===== config.mk =====
export PLATFORM = sky130hd
export DESIGN_NAME = unified_mem_arbiter
export DESIGN_NICKNAME = d
export VERILOG_FILES = /design/src/rtl/unified_mem_arbiter.sv
export SDC_FILE = /design/constraint.sdc
export NUM_CORES = 1
export LEC_CHECK = 0
export BUFFER_PORTS_ARGS = -buffer_cell sky130_fd_sc_hd__buf_2
export CAP_MARGIN = 10
export CORE_ASPECT_RATIO = 0.5
export CORE_UTILIZATION = 49
export DETAILED_ROUTE_END_ITERATION = 8
export PLACE_DENSITY = 0.91
export SLEW_MARGIN = 20
export SYNTH_ARGS = -nofsm -noshare
export SYNTH_HDL_FRONTEND = slang
export SYNTH_SLANG_ARGS = --single-unit

===== constraint.sdc =====
create_clock -name clk -period 3.69 [get_ports clk]
set_input_delay 0.5535 -clock clk [delete_from_list [all_inputs] [get_ports clk]]
set_output_delay 0.5535 -clock clk [all_outputs]
set_load 0.02 [all_outputs]

===== src/rtl/unified_mem_arbiter.sv =====
// unified_mem_arbiter: serialises IF fetches and MEM data accesses onto one fixed-latency memory.
// Define ARB_ROUND_ROBIN_EN to alternate contested grants; by default the data port wins.
module unified_mem_arbiter #(
  parameter int ADDR_W      = 32,
  parameter int DATA_W      = 32,
  parameter int MEM_LATENCY = 2
) (
  input  logic              clk,
  input  logic              reset,
  input  logic              if_req,
  input  logic [ADDR_W-1:0] if_addr,
  output logic [DATA_W-1:0] if_rdata,
  output logic              if_ready,
  input  logic              d_req,
  input  logic              d_we,
  input  logic [ADDR_W-1:0] d_addr,
  input  logic [DATA_W-1:0] d_wdata,
  output logic [DATA_W-1:0] d_rdata,
  output logic              d_ready,
  output logic              mem_en,
  output logic              mem_we,
  output logic [ADDR_W-1:0] mem_addr,
  output logic [DATA_W-1:0] mem_wdata,
  input  logic [DATA_W-1:0] mem_rdata,
  output logic              stall
);
  typedef enum logic [1:0] {IDLE, ISSUE, WAIT, DONE} state_t;
  localparam logic OWN_I = 1'b0;
  localparam logic OWN_D = 1'b1;
  state_t state_q, state_d;
  logic owner_q, owner_d, last_q, last_d, we_q, we_d;
  logic [ADDR_W-1:0] addr_q, addr_d;
  logic [DATA_W-1:0] wdata_q, wdata_d, if_rdata_q, if_rdata_d, d_rdata_q, d_rdata_d;
  logic [3:0] cnt_q, cnt_d;
  logic avail_i, avail_d, d_wins, gnt, gnt_d;
  always_ff @(posedge clk) begin
    if (reset) begin
      state_q    <= IDLE;
      owner_q    <= OWN_I;
      last_q     <= OWN_I;
      we_q       <= 1'b0;
      addr_q     <= '0;
      wdata_q    <= '0;
      cnt_q      <= '0;
      if_rdata_q <= '0;
      d_rdata_q  <= '0;
    end else begin
      state_q    <= state_d;
      owner_q    <= owner_d;
      last_q     <= last_d;
      we_q       <= we_d;
      addr_q     <= addr_d;
      wdata_q    <= wdata_d;
      cnt_q      <= cnt_d;
      if_rdata_q <= if_rdata_d;
      d_rdata_q  <= d_rdata_d;
    end
  end
  // In DONE only the port that did not just finish may be granted.
  always_comb begin
    state_d    = state_q;
    owner_d    = owner_q;
    last_d     = last_q;
    we_d       = we_q;
    addr_d     = addr_q;
    wdata_d    = wdata_q;
    cnt_d      = cnt_q;
    if_rdata_d = if_rdata_q;
    d_rdata_d  = d_rdata_q;
    avail_i    = if_req & ((state_q == IDLE) | ((state_q == DONE) & (owner_q == OWN_D)));
    avail_d    = d_req & ((state_q == IDLE) | ((state_q == DONE) & (owner_q == OWN_I)));
`ifdef ARB_ROUND_ROBIN_EN
    d_wins     = last_q == OWN_I;
`else
    d_wins     = 1'b1;
`endif
    gnt        = avail_i | avail_d;
    gnt_d      = avail_d & (~avail_i | d_wins);
    case (state_q)
      IDLE:  state_d = gnt ? ISSUE : IDLE;
      ISSUE: begin
        state_d = we_q ? DONE : WAIT;
        cnt_d   = 4'(MEM_LATENCY - 1);
      end
      WAIT: begin
        cnt_d = cnt_q - 4'd1;
        if (cnt_q == 4'd0) begin
          state_d    = DONE;
          if_rdata_d = (owner_q == OWN_I) ? mem_rdata : if_rdata_q;
          d_rdata_d  = (owner_q == OWN_D) ? mem_rdata : d_rdata_q;
        end
      end
      DONE: begin
        state_d = gnt ? ISSUE : IDLE;
        last_d  = owner_q;
      end
      default: state_d = IDLE;
    endcase
    if (gnt) begin
      owner_d = gnt_d;
      addr_d  = gnt_d ? d_addr : if_addr;
      we_d    = gnt_d & d_we;
      wdata_d = gnt_d ? d_wdata : wdata_q;
    end
  end
  always_comb begin
    mem_en    = state_q == ISSUE;
    mem_we    = mem_en & we_q;
    mem_addr  = addr_q;
    mem_wdata = wdata_q;
    if_ready  = (state_q == DONE) & (owner_q == OWN_I);
    d_ready   = (state_q == DONE) & (owner_q == OWN_D);
    if_rdata  = if_rdata_q;
    d_rdata   = d_rdata_q;
    stall     = (if_req & ~if_ready) | (d_req & ~d_ready);
  end
endmodule


After elaboration in Yosys (flattened, before gate mapping)
Cells that the tools add are included.
{ "totals": {"ff_bits": 136, "in_bits": 133, "out_inout_bits": 133, "elab_cells": 41} }
{ "classes": {"add_sub_neg": 1, "n_eq_ne": 4, "muxes": 6, "bitwise_logic": 15, "reduce_logical": 7} }
{ "ops": {"columns": ["op", "n"], "rows": [
  ["32-bit 2-to-1 mux", 1],
  ["1-bit AND", 8],
  ["4-bit one-hot mux with 2 select lines", 1],
  ["2-bit one-hot mux with 3 select lines", 1],
  ["3-bit AND reduction", 2],
  ["2-bit equality test, second input constant", 2],
  ["4-bit logical NOT", 1],
  ["1-bit bitwise OR", 4],
  ["4-bit by 1-bit subtractor with 4-bit output, second input constant", 1],
  ["1-bit inverter", 3],
  ["2-bit by 1-bit equality test with 1-bit output, second input constant", 1],
  ["2-bit logical NOT", 1],
  ["1-bit 2-to-1 mux", 2],
  ["2-bit 2-to-1 mux", 1],
  ["2-bit != test, second input constant", 1],
  ["2-bit AND reduction", 1],
  ["2-bit nonzero test", 1],
  ["2-bit OR reduction", 1]
]} }

Logic depth before layout (Yosys ltp)
Gate-level depths: netlist of run 1.
{ "depth": {"depth_word": 7, "mapped_depth": 8, "depth_no_buf": 6} }

Least setup slack after synthesis of run 1
Ideal clock, no wire load.
{ "synth_path": {"path_type": "register to register", "start": "register state_q[0]", "end": "register if_rdata_q[10] (netlist: if_rdata[10])", "setup_time_ns": 0.132, "t_arrival_ns": 1.615, "t_required_ns": 3.558, "setup_slack_ns": 1.943, "path_stages_with_launch": 9, "path_buffers": 2, "synth_period_minus_slack_ns": 1.747, "path_cell_list": "dfxtp_1 -> inv_1 -> ha_1 -> inv_1 -> or4_1 -> clkbuf_1 -> clkbuf_1 -> nand2_1 -> a21oi_1"} }
{ "synth_via": {"elab_chain_cells": 2} }
{ "synth_lines": {"columns": ["item", "line", "rtl"], "rows": [
  ["from (decl)", "30", "state_t state_q, state_d;"],
  ["from (signal assigned)", "48", "state_q <= state_d;"],
  ["2-bit equality test", "79", "case (state_q)"],
  ["3-bit AND reduction (no source line)", null, null],
  ["to (signal assigned)", "55", "if_rdata_q <= if_rdata_d;"],
  ["to (decl)", "33", "logic [DATA_W-1:0] wdata_q, wdata_d, if_rdata_q, if_rdata_d, d_rdata_q, d_rdata_d;"]
]} }
No other way between the ends.
A chain may end at the register's enable or synchronous reset.

Worst setup path in the final report of run 1
{ "layout_path": {"start": "register state_q[0]", "end": "register d_rdata_q[9] (netlist: d_rdata[9])"} }
{ "layout_via": {"elab_chain_cells": 2} }
{ "layout_lines": {"columns": ["item", "line", "rtl"], "rows": [
  ["2-bit equality test", "79", null],
  ["3-bit AND reduction (no source line)", null, null],
  ["to (signal assigned)", "56", "d_rdata_q <= d_rdata_d;"],
  ["to (decl)", "33", null]
]} }
No other way between the ends.

==> qor.yml, run 1 <==
outcome:
  status: "completed"
clocking:
  htreeDepth: 4
  postCtsHoldBufs: 0
  cts_setup_buffers: 0
  cts_sinks: 136
  tritoncts: "yes"
  clk_latency_ps: 400
  cts_root_buffer: "clkbuf_16"
  cts_buffers: 17
  cts_buffer_depth: 2
  post_cts_resized: 0
  cts.clk_slew.worst_paths_ps: 60
global_route:
  grt_pass1_vias: 4871
  grtUsageTotal_pct: 26.1
  grt_overflow: 0
  grt_pass1_wl_um: 22700
  grt_max_degree: 65
  antenna_found_initial: 0
place:
  postPlaceCellArea_sq_mm: 0.00653
  dp_cells: 1017
  hpwlAfterDp_um: 10100
  finalWeightedCongestion: 0.860
  portBuffers: 265
sta:
  fin_crit_ps: 2370
  rsz0062_at_grt: "no"
  tightestPinTransition_ps: 1160
  final_max_slew_viol_count: 0
  max_freq_mhz: 422
  holdWs_ps: 387
  relSlewSlack_pct: 22.6
  fin_tns_setup_ps: 0
  setup_viol: 0
  hold_viol_final: 0
  period_share_pct: 64.2
  worst_clock_skew_ps: 7.16
detailed_routing:
  drt-pass1-iter-count: 5
  routed_wl_um: 14500
  drc: 0
  postRouteAntennaNets: 0
  via_per_inst: 5.10
  drtIter0Drc: 297
  vias: 5348
  wire_per_inst_um: 13.8
final_layout:
  antennaDiodeCount: 0
  mostFrequentLayoutCell: "buf_2"
  final_cells: 1049
  nNetsFinal: 1039
  multiInputGateArea_sq_mm: 0.00220
  fin_area_sq_mm: 0.00716
  fill_cells: 769
  layout-drive-gt1-share_pct: 34.4
  final_cell_mix: "buf_2 (264), nand2_1 (260), dfxtp_1 (136)"
  regArea_sq_mm: 0.00272
  syn_to_final_growth_pct: 39.3
power:
  combPwrFrac_pct: 31.9
  switching_power_mw: 1.95
  total_power_mw: 5.45
  leakagePower_nw: 3.35
  switching_share_pct: 35.8
  intPower_mw: 3.50
  irDropWorstVdd_uv: 445
  seq_power_share_pct: 35.4
  clkPwrFrac_pct: 32.7
  p_per_area_mw_per_mm2: 761
logic_synthesis:
  syn-num-nets: 796
  synth-seq-area-share_pct: 53.0
  netlist_top_cells_area: "dfxtp_1 (53%), nand2_1 (19%), a21oi_1 (9.8%)"
  avgSynthCellArea_sq_um: 7.81
  ys_ff_latch: 136
  synth_top_area_share_pct: 53.0
  yosysWarnings: 0
  synth_largest_area_cell: "dfxtp_1"
  synth_area_sq_mm: 0.00514
  ys_types: 28
  synthesis.instances: 658
floorplan:
  core_sq_mm: 0.00982
  die_area_sq_mm: 0.0109
  dieHeight_um: 74.4
  die_x_um: 147
  num_rows: 25
  initial_core_util_pct: 52.3
  design.portCount: 266
setup_path:
  worstSetupStartpointType: "flip-flop"
  cp.required_ps: 4010
  timing.rr.start: "state_q[0]"
  worstSetupStartpoint: "state_q[0]"
  crit_type: "flip-flop to flip-flop"
  arrival_ps: 2690
  crit_path_max_fanout: 32
  cp-end-kind: "flip-flop"
worst_hold_path:
  hold_class: "input pin to flip-flop"
  hp-start: "d_wdata[10]"
run:
  maxCapViolations: 0
-- registers in the layout, summed over array words and instances, names as in the netlist --
name and cells:
d_rdata 32, we_q 1, cnt_q 4, state_q 2, owner_q 1, if_rdata 32
mem_wdata 32, mem_addr 32
-- power by group through the flow --
stage / Combinational, mW / Sequential [mW] / Clock (mW)
floorplan: 0.865 / 2.27 / 0
global placement: 1.69 / 1.94 / 0
detailed placement: 1.74 / 1.95 / 0
CTS: 1.75 / 1.93 / 1.80
global route: 1.91 / 1.96 / 1.87
finish: 1.74 / 1.93 / 1.78
-- layout make-up --
type,count,area share (%)
clock inverter,10,1.96
sequential,136,38.0
multi-input combinational,462,30.7
inverter,10,0.524
tap,135,2.36
clock buffer,22,6.90
timing repair buffer,274,19.5
-- cells in the mapped netlist, drive strengths merged --
master  number
dfxtp      136
inv         10
buf         24
a311oi      32
ha           5
or4          2
nor2        37
o22a         1
nor2b        1
nand2      260
mux2i        2
a32o         1
and2         1
o2bb2a       1
clkbuf      26
nor3         2
a21o         1
nor4         2
o221a        1
nand3        1
o21ai        8
o21a         1
a21oi      101
nand2b       2
-- stage by stage --
stage	setup slack (ps)	utilization [%]
after CTS	1310	72.9
after global placement	1410	66.5
after floorplan	1940	-
after detailed placement	1340	66.5
final	1320	72.9
after global routing	1120	72.9
-- per-layer routing --
metal  global-route usage [%]  up-vias  part of all wire [%]
met1                     30.1     2478                    41
li1                         -     2657                     -
met2                     48.5      186                    52
met4                     11.8        0                   1.9
met3                     5.21       27                   4.8
met5                        0        -                     0
-- worst paths after layout --
kind                                       to  slack (ps)  cells after the start
worst max-delay path               d_rdata[9]        1320                      6
worst min-delay path            mem_wdata[10]         390                      3
worst max register to register     d_rdata[9]        1320                      6
worst min register to register    d_rdata[11]         450                      2
-- worst max-delay path, stage by stage, from the launching register on --
cell and delay (ps):
dfxtp_1 400, inv_1 100, ha_1 260, inv_1 250, or4_1 940, nand2_1 120
a21oi_1 210
-- cells by family after synthesis --
kind of cell    Yosys count  share of synthesized area [%]
simple gates            308                           23.3
compound gates          147                           17.1
fa+ha+maj                 5                           1.22
flops                   136                           53.0
buf+inv                  60                           5.01
mux                       2                          0.389
Note: power is estimated with default switching activity, not from simulation.
==> run 2, diff against run 1 <==
--- a/config.mk
+++ b/config.mk
@@ -8,9 +8,9 @@
 export BUFFER_PORTS_ARGS = -buffer_cell sky130_fd_sc_hd__buf_2
 export CAP_MARGIN = 10
 export CORE_ASPECT_RATIO = 0.5
-export CORE_UTILIZATION = 49
+export CORE_UTILIZATION = 41
 export DETAILED_ROUTE_END_ITERATION = 8
-export PLACE_DENSITY = 0.91
+export PLACE_DENSITY = 0.81
 export SLEW_MARGIN = 20
 export SYNTH_ARGS = -nofsm -noshare
 export SYNTH_HDL_FRONTEND = slang
==> constraint.sdc (replaced) <==
create_clock -name clk -period 2 [get_ports clk]
set_input_delay 0.3 -clock clk [delete_from_list [all_inputs] [get_ports clk]]
set_output_delay 0.3 -clock clk [all_outputs]
set_load 0.02 [all_outputs]
==> qor.yml, run 2 (synthesized netlist as in run 1, its figures left out) <==
setup_path:
  crit_type: "flip-flop to output port"  # was flip-flop to flip-flop
  cp-end-kind: "output port"  # was flip-flop
  timing.rr.start: "state_q[0]"  # unchanged
  arrival_ps: 1600  # was 2690 ps
  worstSetupStartpoint: "state_q[0]"  # unchanged
  worstSetupStartpointType: "flip-flop"  # unchanged
  crit_path_max_fanout: 4  # was 32
  cp.required_ps: 1700  # was 4010 ps
sta:
  holdWs_ps: 130  # was 387 ps
  relSlewSlack_pct: 68.7  # was 22.6%
  setup_viol: 0  # unchanged
  period_share_pct: 94.9
  hold_viol_final: 0  # unchanged
  final.setup.worst_slack_ps: 103  # was 1320 ps
  max_freq_mhz: 527
  fin_tns_setup_ps: 0  # unchanged
  worst_clock_skew_ps: 7.92  # was 7.16 ps
  final_max_slew_viol_count: 0  # unchanged
  fin_crit_ps: 1900
  tightestPinTransition_ps: 469  # was 1160 ps
  rsz0062_at_grt: "no"  # unchanged
final_layout:
  final_util_pct: 60.9  # was 72.9%
  layout-drive-gt1-share_pct: 34.4  # about the same
  fin_area_sq_mm: 0.00732  # was 0.00716 sq mm
  antennaDiodeCount: 0  # unchanged
  final_cell_mix: "buf_2 (264), nand2_1 (260), dfxtp_1 (136)"  # unchanged
  mostFrequentLayoutCell: "buf_2"  # unchanged
  fill_cells: 1043  # was 769
  nNetsFinal: 1043  # was 1,039
  syn_to_final_growth_pct: 42.3  # was 39.3%
clocking:
  cts_root_buffer: "clkbuf_16"  # unchanged
  clk_latency_ps: 400  # about the same
  cts_sinks: 136  # unchanged
  htreeDepth: 4  # unchanged
  cts_buffers: 17  # unchanged
  tritoncts: "yes"  # unchanged
  cts.clk_slew.worst_paths_ps: 60  # about the same
  postCtsHoldBufs: 0  # unchanged
  cts_buffer_depth: 2  # unchanged
place:
  hpwlAfterDp_um: 10500  # was 10,100 um
  finalWeightedCongestion: 0.840  # was 0.860
  portBuffers: 265  # unchanged
  pre_cts_slack_ps: 137  # was 1340 ps
  postPlaceCellArea_sq_mm: 0.00668  # was 0.00653 sq mm
global_route:
  grt_pass1_vias: 4973  # was 4,871
  grtUsageTotal_pct: 22.8  # was 26.1%
  grt_overflow: 0  # unchanged
  grt_max_degree: 66  # was 65
  antenna_found_initial: 0  # unchanged
  grt_pass1_wl_um: 23600  # was 22,700 um
power:
  irDropWorstVdd_uv: 634  # was 445 uV
  seq_power_share_pct: 34.5  # was 35.4%
  switching_power_mw: 3.66  # was 1.95 mW
  p_per_area_mw_per_mm2: 1400  # was 761 mW/mm^2
  clkPwrFrac_pct: 32.3  # was 32.7%
  intPower_mw: 6.61  # was 3.50 mW
  leakagePower_nw: 3.40  # was 3.35 nW
  combPwrFrac_pct: 33.1  # was 31.9%
  switching_share_pct: 35.7  # was 35.8%
detailed_routing:
  vias: 5329  # was 5,348
  wire_per_inst_um: 14.0  # was 13.8 um
  via_per_inst: 4.92  # was 5.10
  drc: 0  # unchanged
  postRouteAntennaNets: 0  # unchanged
  drtIter0Drc: 411  # was 297
  routed_wl_um: 15100  # was 14,500 um
  drt-pass1-iter-count: 5  # unchanged
run:
  maxCapViolations: 0  # unchanged
worst_hold_path:
  hold_class: "input pin to flip-flop"  # unchanged
  hp-start: "d_wdata[7]"  # was d_wdata[10]
floorplan:
  initial_core_util_pct: 42.8  # was 52.3%
  core_sq_mm: 0.0120  # was 0.00982 sq mm
  design.portCount: 266  # unchanged
  die_area_sq_mm: 0.0130  # was 0.0109 sq mm
  dieHeight_um: 81.2  # was 74.4 um
  die_x_um: 160  # was 147 um
  num_rows: 28  # was 25
outcome:
  status: "completed"  # unchanged
run 2: layout make-up:
| class | count | area [sq um] | share of cell area, % |
|---|---|---|---|
| flip-flops and latches | 136 | 2720 | 37.2 |
| multi-input cells | 462 | 2210 | 30.2 |
| repair buffers | 278 | 1510 | 20.7 |
| clock buffers | 21 | 460 | 6.29 |
| well taps | 165 | 206 | 2.82 |
| clock inverters | 11 | 169 | 2.31 |
| inverters | 10 | 37.5 | 0.513 |
run 2: through the flow:
step	power (mW)	instances
after floorplan	5.78	658
after global placement	6.88	1051
after detailed placement	6.99	1051
after CTS	10.3	1083
after global routing	10.8	1083
final	10.3	1083
run 2: timing repair:
item                       in CTS  in global routing
setup endpoints to repair       0                  9
setup buffers                   0                  0
gates resized for setup         0                  1
run 2: power by group through the flow:
| stage | clock network, mW | registers, mW | logic (mW) |
|---|---|---|---|
| 2_1_floorplan | 0 | 4.18 | 1.60 |
| 3_3_place_gp | 0 | 3.57 | 3.32 |
| 3_5_place_dp | 0 | 3.60 | 3.39 |
| 4_1_cts | 3.38 | 3.55 | 3.40 |
| 5_1_grt | 3.49 | 3.61 | 3.71 |
| 6_report | 3.32 | 3.55 | 3.40 |
run 2: metal layers:
metal  track usage [%]  part of all wire (%)  vias to the layer above
li1                  -                     -                     2663
met1              26.4                    41                     2464
met2              41.5                    52                      166
met3              4.70                   4.6                       36
met4              10.2                   2.2                        0
met5                 0                     0                        -
run 2: path summary, 6_finish.rpt:
path,endpoint,slack (ps),cells past startpoint
worst min-delay path,mem_wdata[7],130,3
worst min register to register,mem_wdata[3],450,2
worst max register to register,if_rdata[30],130,7
worst max-delay path,stall,100,4
run 2: worst max-delay path, cell delays in order (launching register included):
cell	delay (ps)
dfxtp_1	380
ha_1	240
nor2b_2	300
a21oi_1	110
buf_2	170
==> run 3, diff against run 2 <==
--- a/config.mk
+++ b/config.mk
@@ -8,9 +8,10 @@
 export BUFFER_PORTS_ARGS = -buffer_cell sky130_fd_sc_hd__buf_2
 export CAP_MARGIN = 10
 export CORE_ASPECT_RATIO = 0.5
-export CORE_UTILIZATION = 41
+export CORE_UTILIZATION = 42
+export CTS_BUF_LIST = sky130_fd_sc_hd__clkbuf_2
 export DETAILED_ROUTE_END_ITERATION = 8
-export PLACE_DENSITY = 0.81
+export PLACE_DENSITY = 0.83
 export SLEW_MARGIN = 20
 export SYNTH_ARGS = -nofsm -noshare
 export SYNTH_HDL_FRONTEND = slang
==> qor.yml, run 3 (synthesized netlist as in run 1, its figures left out) <==
floorplan:
  dieHeight_um: 80.2  # was 81.2 um
  core_sq_mm: 0.0119  # was 0.0120 sq mm
  die_x_um: 158  # was 160 um
  design.portCount: 266  # unchanged
  num_rows: 28  # unchanged
  die_area_sq_mm: 0.0127  # was 0.0130 sq mm
  initial_core_util_pct: 43.3  # was 42.8%
global_route:
  grt_max_degree: 66  # unchanged
  grtUsageTotal_pct: 29.4  # was 22.8%
  grt_pass1_vias: 6069  # was 4,973
  antenna_found_initial: 1  # was 0
  grt_overflow: 0  # unchanged
  grt_pass1_wl_um: 28800  # was 23,600 um
detailed_routing:
  drtIter0Drc: 595  # was 411
  via_per_inst: 5.22  # was 4.92
  drt-pass1-iter-count: 5  # unchanged
  drc: 0  # unchanged
  routed_wl_um: 20100  # was 15,100 um
  postRouteAntennaNets: 0  # unchanged
  wire_per_inst_um: 16.5  # was 14.0 um
  vias: 6378  # was 5,329
setup_path:
  crit_type: "flip-flop to output port"  # unchanged
  cp.required_ps: 1700  # about the same
  cp-end-kind: "output port"  # unchanged
  reg2reg_depth: 8  # was 7
  worstSetupStartpointType: "flip-flop"  # unchanged
  arrival_ps: 1710  # was 1600 ps
  crit_path_max_fanout: 4  # unchanged
outcome:
  violations: "negative setup slack"
  status: "finished with violations"  # was completed
final_layout:
  layout-drive-gt1-share_pct: 31.8  # was 34.4%
  final_cells: 1221  # was 1,083
  final_cell_mix: "buf_2 (262), nand2_1 (259), dfxtp_1 (133)"  # was buf_2 (264), nand2_1 (260), dfxtp_1 (136)
  syn_to_final_growth_pct: 63.6  # was 42.3%
  nNetsFinal: 1180  # was 1,043
  mostFrequentLayoutCell: "buf_2"  # unchanged
clocking:
  cts_buffers: 17  # unchanged
  cts.clk_slew.worst_paths_ps: 230  # was 60 ps
  cts_root_buffer: "clkbuf_2"  # was clkbuf_16
  clk_latency_ps: 690  # was 400 ps
  tritoncts: "yes"  # unchanged
  cts_buffer_depth: 2  # unchanged
  cts_sinks: 136  # unchanged
  htreeDepth: 4  # unchanged
sta:
  final_max_slew_viol_count: 0  # unchanged
  worst_clock_skew_ps: 29.1  # was 7.92 ps
  fin_tns_setup_ps: -22.2  # was 0 ps
  setup_viol: 3  # was 0
  hold_viol_final: 0  # unchanged
  fin_crit_ps: 2010  # was 1900 ps
  rsz0062_at_grt: "yes"  # was no
  holdWs_ps: 73.0  # was 130 ps
  max_freq_mhz: 497  # was 527 MHz
  relSlewSlack_pct: 65.1  # was 68.7%
  period_share_pct: 101  # was 94.9%
  final.setup.worst_slack_ps: -11.1  # was 103 ps
  tightestPinTransition_ps: 523  # was 469 ps
power:
  p_per_area_mw_per_mm2: 1100  # was 1400 mW/mm^2
  switching_power_mw: 3.91  # was 3.66 mW
  intPower_mw: 5.32  # was 6.61 mW
  irDropWorstVdd_uv: 664  # was 634 uV
  total_power_mw: 9.22  # was 10.3 mW
  combPwrFrac_pct: 43.1  # was 33.1%
  switching_share_pct: 42.4  # was 35.7%
  seq_power_share_pct: 38.9  # was 34.5%
  clkPwrFrac_pct: 17.9  # was 32.3%
  leakagePower_nw: 3.82  # was 3.40 nW
place:
  finalWeightedCongestion: 0.866  # was 0.840
  hpwlAfterDp_um: 10200  # was 10,500 um
  dp_cells: 1051  # unchanged
  portBuffers: 265  # unchanged
worst_hold_path:
  hold_class: "input pin to flip-flop"  # unchanged
  hold-path-cell-count: 2  # was 3
run:
  maxCapViolations: 0  # unchanged
run 3: changes by cell type in the layout (fill, tap and decap cells not counted), moves of 3 or more:
cell,change
dfxtp_1,-3
ha_1,-3
clkinv_2,-3
clkinvlp_4,+8
clkbuf_16,-14
clkbuf_2,+17
dlygate4sd3_1,+130
run 3: routing by layer:
layer / vias to the layer above / part of all wire, % / global-route usage, %
met3: 115 / 6.6 / 7.93
met2: 350 / 52 / 53.7
met1: 2977 / 36 / 29.3
met4: 0 / 5.7 / 21.5
li1: 2936 / - / -
met5: - / 0 / 0
run 3: critical path, cell delays in order (launching register included):
cell	delay, ps
dfxtp_2	420
ha_4	170
nand2_2	70
a21oi_2	190
a21oi_2	60
buf_6	140
run 3: timing repair:
| item | 4_1_cts | 5_1_grt |
|---|---|---|
| pin swaps | 0 | 4 |
| setup buffers | 2 | 2 |
| hold buffers | 130 | 0 |
| gates cloned | 0 | 3 |
| gates resized for setup | 10 | 12 |
| hold endpoints to repair | 130 | 0 |
| endpoints found under the setup margin | 4 | 87 |
run 3: final cells by class:
class	count	area [sq um]
Clock inverter	15	153
Multi-Input combinational cell	462	2240
Timing Repair Buffer	415	2960
Inverter	10	37.5
Antenna cell	1	2.50
Tap cell	165	206
Clock buffer	17	85.1
Sequential cell	136	2730
Fill cell	810	3460
run 3: path summary, 6_finish.rpt:
kind	start	to	slack, ps
setup / recovery	state_q[1]	stall	-10
hold / removal	reset	d_rdata[9]	70
setup reg to reg	state_q[0]	mem_addr[23]	0
hold reg to reg	d_rdata[6]	d_rdata[6]	460
run 3: power by group through the flow:
stage               logic (mW)  clock network [mW]  registers (mW)
global route              4.25                1.80            3.64
detailed placement        3.38                   0            3.60
CTS                       3.61                1.66            3.56
global placement          3.30                   0            3.58
floorplan                 1.60                   0            4.18
finish                    3.98                1.65            3.59
run 3: stage by stage:
step / utilization [%] / setup WS (ps) / instance area, sq um
2_1_floorplan: - / 253 / 5140
3_3_place_gp: 56.4 / 276 / 6700
3_5_place_dp: 56.4 / 180 / 6700
4_1_cts: 69.7 / 1.37 / 8280
5_1_grt: 70.8 / -108 / 8410
6_report: 70.8 / -11.1 / 8410
